`src/rtl/bcd_to_bin.sv`:
```
// Iterative packed-BCD to binary converter, one digit per clock, MSD first.
// Define BCD_TO_BIN_CHECK_EN to flag words containing nibbles above 9 (err=1, bin_out all ones).
module bcd_to_bin #(
    parameter int unsigned DIGITS = 2
) (
    input  logic                  clk,
    input  logic                  rst,
    input  logic                  start,
    input  logic [4*DIGITS-1:0]   bcd_in,
    output logic                  busy,
    output logic                  done,
    output logic [4*DIGITS-1:0]   bin_out,
    output logic                  err
);

    localparam int unsigned W  = 4 * DIGITS;
    localparam int unsigned CW = (DIGITS > 1) ? $clog2(DIGITS) : 1;

    typedef enum logic {
        IDLE = 1'b0,
        CONV = 1'b1
    } state_e;

    state_e        state_q, state_d;
    logic [W-1:0]  sr_q, sr_d;
    logic [W-1:0]  acc_q, acc_d;
    logic [CW-1:0] cnt_q, cnt_d;
    logic [W-1:0]  bin_q, bin_d;
    logic          busy_q, busy_d;
    logic          done_q, done_d;
    logic [W-1:0]  step_c;

`ifdef BCD_TO_BIN_CHECK_EN
    logic inv_q, inv_d;
    logic err_q, err_d;
    logic any_bad_c;

    // Flag any non-decimal nibble in the incoming word.
    always_comb begin
        any_bad_c = 1'b0;
        for (int i = 0; i < int'(DIGITS); i++) begin
            if (bcd_in[4*i +: 4] > 4'd9) any_bad_c = 1'b1;
        end
    end

    always_ff @(posedge clk or posedge rst) begin
        if (rst) begin
            inv_q <= 1'b0;
            err_q <= 1'b0;
        end else begin
            inv_q <= inv_d;
            err_q <= err_d;
        end
    end

    assign err = err_q;
`else
    assign err = 1'b0;
`endif

    always_ff @(posedge clk or posedge rst) begin
        if (rst) begin
            state_q <= IDLE;
            sr_q    <= '0;
            acc_q   <= '0;
            cnt_q   <= '0;
            bin_q   <= '0;
            busy_q  <= 1'b0;
            done_q  <= 1'b0;
        end else begin
            state_q <= state_d;
            sr_q    <= sr_d;
            acc_q   <= acc_d;
            cnt_q   <= cnt_d;
            bin_q   <= bin_d;
            busy_q  <= busy_d;
            done_q  <= done_d;
        end
    end

    // Horner step: acc*10 + top digit, with *10 as shift-and-add.
    always_comb begin
        state_d = state_q;
        sr_d    = sr_q;
        acc_d   = acc_q;
        cnt_d   = cnt_q;
        bin_d   = bin_q;
        busy_d  = busy_q;
        done_d  = 1'b0;
`ifdef BCD_TO_BIN_CHECK_EN
        inv_d   = inv_q;
        err_d   = err_q;
`endif
        step_c  = (acc_q << 3) + (acc_q << 1) + W'(sr_q[W-1 -: 4]);

        case (state_q)
            IDLE: begin
                if (start) begin
                    sr_d    = bcd_in;
                    acc_d   = '0;
                    cnt_d   = '0;
                    busy_d  = 1'b1;
                    state_d = CONV;
`ifdef BCD_TO_BIN_CHECK_EN
                    inv_d   = any_bad_c;
`endif
                end
            end
            CONV: begin
                acc_d = step_c;
                sr_d  = sr_q << 4;
                cnt_d = cnt_q + CW'(1);
                if (cnt_q == CW'(DIGITS - 1)) begin
                    bin_d   = step_c;
                    done_d  = 1'b1;
                    busy_d  = 1'b0;
                    state_d = IDLE;
`ifdef BCD_TO_BIN_CHECK_EN
                    err_d   = inv_q;
                    if (inv_q) bin_d = '1;
`endif
                end
            end
            default: state_d = IDLE;
        endcase
    end

    assign busy    = busy_q;
    assign done    = done_q;
    assign bin_out = bin_q;

endmodule

```
`config.mk`:
```
export PLATFORM = sky130hd
export DESIGN_NAME = bcd_to_bin
export DESIGN_NICKNAME = d
export VERILOG_FILES = /design/src/rtl/bcd_to_bin.sv
export SDC_FILE = /design/constraint.sdc
export NUM_CORES = 1
export LEC_CHECK = 0
export BUFFER_PORTS_ARGS = -buffer_cell sky130_fd_sc_hd__buf_4
export CAP_MARGIN = 20
export CORE_UTILIZATION = 45
export CTS_CLUSTER_DIAMETER = 200
export DETAILED_ROUTE_END_ITERATION = 7
export GPL_ROUTABILITY_DRIVEN = 0
export PLACE_DENSITY = 0.66
export SLEW_MARGIN = 15
export SYNTH_ARGS = -nofsm -noshare
export SYNTH_HDL_FRONTEND = slang
export SYNTH_SLANG_ARGS = --single-unit
```
`constraint.sdc`:
```
create_clock -name clk -period 5.99 [get_ports clk]
set_input_delay 0.2995 -clock clk [delete_from_list [all_inputs] [get_ports clk]]
set_output_delay 0.2995 -clock clk [all_outputs]
set_load 0.005 [all_outputs]
```
==> results.md <==
Status:
- The run finished with clean final reports.

Timing:
- Headroom to the max-slew limit came out at between 30% and 40%.
- Setup violations remaining at the end of the flow were counted as 0.
- The count of final hold-check violations was 0.
- The final setup TNS is 0 ps.
- Setup repair after global routing left no endpoint under its margin.
- The final critical-path share of the clock period is about two fifths.
- The transition at the pin with the smallest max-transition slack is 913 ps.
- The smallest clock period supported by the final layout is computed as 2290 ps.
- The max-slew violation total from the final report is 0.
- Derived from the worst setup path, the maximum achievable clock frequency is between 400 and 500 MHz.
- The final worst hold slack is approximately 19 ps.
- The post-route clock skew is between 2 and 3 ps.

Clocking:
- The maximum clock path buffer count is 2.
- The post-cts gate resize count is 0.
- The TritonCTS clock tree is yes.
- The buffer type at the clock tree root is sky130_fd_sc_hd__clkbuf_4.
- In this run the post-CTS setup repair buffer count came out at 0.
- Counting the buffers created by CTS gives 3.
- The clock insertion delay at the later pin of the skew report is about 320 ps.
- The clock input transition at the sequential cells of the worst setup and hold paths is approximately 140 ps.
- CTS saw 27 sinks.
- The H-tree depth reported by CTS is 1.
- The number of buffers added to fix hold violations after cts is 0.

Yosys:
- Counting flops and latches in the post-synthesis netlist gives 27.
- Synthesis handed over a netlist of 122 instances.
- The cell area after synthesis is roughly 0.0014 mm2.
- Counting flops with a built-in enable in the synthesized netlist gives 0.
- The fraction of registers with async set or reset after synthesis is 100%.
- Of the post-synthesis cell area, the dominant cell type holds approximately 49%.
- The fraction of the yosys area taken by sequential cells is about half.
- The synthesized area per cell is 11.3 um2.
- Counting every net in the synthesized netlist gives between 100 and 150.
- Yosys attributes the largest share of cell area to sky130_fd_sc_hd__dfrtp_1 49%, sky130_fd_sc_hd__ha_1 9.1%, sky130_fd_sc_hd__mux2i_1 5.8%.
- sky130_fd_sc_hd__dfrtp_1 takes more of the synthesized area than any other cell.
- The number of warnings issued by yosys is 0.
- The distinct cell type count after synthesis is 27.
- The leading register cell type out of synthesis is sky130_fd_sc_hd__dfrtp_1.

Global routing:
- The via count of the first global-routing pass is 914.
- The first global-routing pass estimated 3.94 mm of wire.
- In the global route stage, overall resource usage came out at between 15 and 20%.
- The maximum number of pins on one net before global-route repair is 32.
- The remaining global-route overflow is 0.
- The initial antenna violation count is 0.

Routing:
- The violation count after the first detailed-route iteration is 30.
- The DRC violation count after routing is 0.
- The via count of the routed design is 896.
- The detailed-router iteration count before antenna repair is 4.
- After detailed routing, the total wire length is between 2 and 2.5 mm.
- The detailed-route vias per instance is between 5 and 6.
- After detailed routing, the average wire length per cell comes to approximately 13 um.
- The post-route antenna net violation count is 0.

Die:
- The floorplan step set the die width to 57.2 um.
- The initial standard-cell utilization of the core is 48.5%.
- The chip height is 57.2 um.
- The boundary pin count is 22.
- The core area is between 0.002 and 0.003 mm2.
- The die covers about 0.0033 mm2.
- The floorplan has 19 rows.

Worst hold path:
- The min-delay analysis places its worst path in the category in2async.

Place:
- The HPWL after detailed placement is around 1.6 mm.
- Buffers placed on the I/O ports in this run total 20.

Critical path:
- By startpoint and endpoint, the worst setup path is classified as reg2reg.
- STA classifies the critical path startpoint as a register.
- At the worst endpoint, the arrival time is about 2500 ps.
- The maximum net fanout on the critical path is 2.
- The critical path goes through inv_1 > fa_1 > inv_1 > fa_1 > a21o_1 > a21oi_2 > xnor2_1 > mux2_2.
- On the critical path, the stage with the largest delay is an instance of sky130_fd_sc_hd__fa_1.
- STA puts the critical path data required time at ~6200 ps.
- The worst setup path is captured at a register.
- The setup check on the worst reg-to-reg path leaves a slack of ~3700 ps.
- The critical path's largest stage delay is ~530 ps.

Final layout:
- Leaving out fill and tap cells, the most frequent cell in the layout is sky130_fd_sc_hd__dfrtp_1.
- After filler insertion, the fill cell instance count of the layout stands at about 240.
- The area growth from synthesis to layout is 14.5%.
- The repair_antennas step left the layout with diodes totalling 0.
- The top cell types in the final layout, fill and taps aside, are 27 x sky130_fd_sc_hd__dfrtp_1, 20 x sky130_fd_sc_hd__buf_4, 11 x sky130_fd_sc_hd__nand2_1.
- The net count of the finished layout is approximately 170.
- In the final layout, the multi-input gates occupy 631 um2.
- Cells with a size suffix above 1 make up 21.3% of the layout.
- Summing all flip-flop and latch instances after layout gives between 600 and 700 um2.

Power:
- Summed over all cells, the static leakage comes to 0.000824 uW.
- The power per unit of standard cell area is just over 500 mW/mm2.
- The worst-case IR drop observed on VDD is approximately 260 uV.

Job:
- The total of max-cap violations is 0.
## cell type report
class	instances	share of cell area [%]
clock buffer	3	1.43
tap	31	2.47
sequential	27	43.0
multi-input combinational	80	40.1
clock inverter	1	0.318
inverter	9	2.15
timing repair buffer	21	10.5
## layer usage
layer	vias to the layer above	wire, um	global-route usage, %
met2	18	1110	28.1
li1	446	-	-
met5	-	0	0
met3	2	58	2.04
met4	0	16	6.27
met1	430	1070	20.2
## synth_stat cells (2+ instances only)
library cell and n:
sky130_fd_sc_hd__mux2_2 2, sky130_fd_sc_hd__o21ai_1 10, sky130_fd_sc_hd__nor3b_1 2, sky130_fd_sc_hd__dfrtp_1 27
sky130_fd_sc_hd__a21o_1 4, sky130_fd_sc_hd__buf_2 5, sky130_fd_sc_hd__ha_1 10, sky130_fd_sc_hd__nand2_1 11
sky130_fd_sc_hd__nor2_1 5, sky130_fd_sc_hd__xnor2_1 5, sky130_fd_sc_hd__o31ai_1 2, sky130_fd_sc_hd__fa_1 2
sky130_fd_sc_hd__mux2_1 4, sky130_fd_sc_hd__mux2i_1 8, sky130_fd_sc_hd__inv_1 8, sky130_fd_sc_hd__a21oi_1 2
sky130_fd_sc_hd__nand2b_1 5
## worst paths after layout
kind                                         from                endpoint  depth (start not counted)
max                           sr_q[7]$_DFFE_PP0P_  bin_out[6]$_DFFE_PP0P_                          8
min                                           rst     sr_q[0]$_DFFE_PP0P_                          2
max reg2reg                   sr_q[7]$_DFFE_PP0P_  bin_out[6]$_DFFE_PP0P_                          8
min reg2reg                bin_out[7]$_DFFE_PP0P_  bin_out[7]$_DFFE_PP0P_                          2
max in group asynchronous                     rst    acc_q[1]$_DFFE_PP0P_                          3
min in group clk                        bcd_in[1]     sr_q[1]$_DFFE_PP0P_                          3
## state kept, by name (all words and copies together), names as in the netlist
signal / cells
acc_q: 7
state_q: 1
sr_q: 8
bin_out: 8
cnt_q: 1
busy: 1
done: 1
## report_power, final
group / internal, uW / switching [uW]
Combinational: 203 / 181
Sequential: 262 / 73.5
Clock: 25.0 / 51.6
Total: 490 / 306
## per-stage QoR
step | total power (uW) | setup WS, ps | std cells | util (%) | area [um2]
5_1_grt | 878 | 3600 | 172 | 55.6 | 1570
3_3_place_gp | 710 | 3760 | 167 | 54.0 | 1530
2_1_floorplan | 607 | 3810 | 122 | - | 1370
6_report | 797 | 3700 | 172 | 55.6 | 1570
3_5_place_dp | 728 | 3720 | 167 | 54.0 | 1530
4_1_cts | 807 | 3690 | 171 | 55.0 | 1560
## critical path: cells and delay by family (launching register included)
kind,cells,cell delay [ps]
adder cells (fa/ha/maj),2,990
flip-flops,1,380
AO/OA/AOI/OAI,2,350
multiplexers,1,260
buffers and inverters,2,130
XOR/XNOR,1,90
## cells by family (layout without fill, tap and decap cells)
family | after synthesis | count (layout) | synth area share (%)
and+or+nand+nor | 23 | 23 | 7.75
buffers and inverters | 15 | 34 | 4.83
xor gates and xnor gates | 6 | 6 | 3.83
other | 1 | 1 | 0.273
muxes | 15 | 15 | 11.9
adders and majority gates | 12 | 12 | 12.0
AOI/OAI and AO/OA | 23 | 23 | 10.2
DFF | 27 | 27 | 49.2
Power figures use the tool's default switching activity.
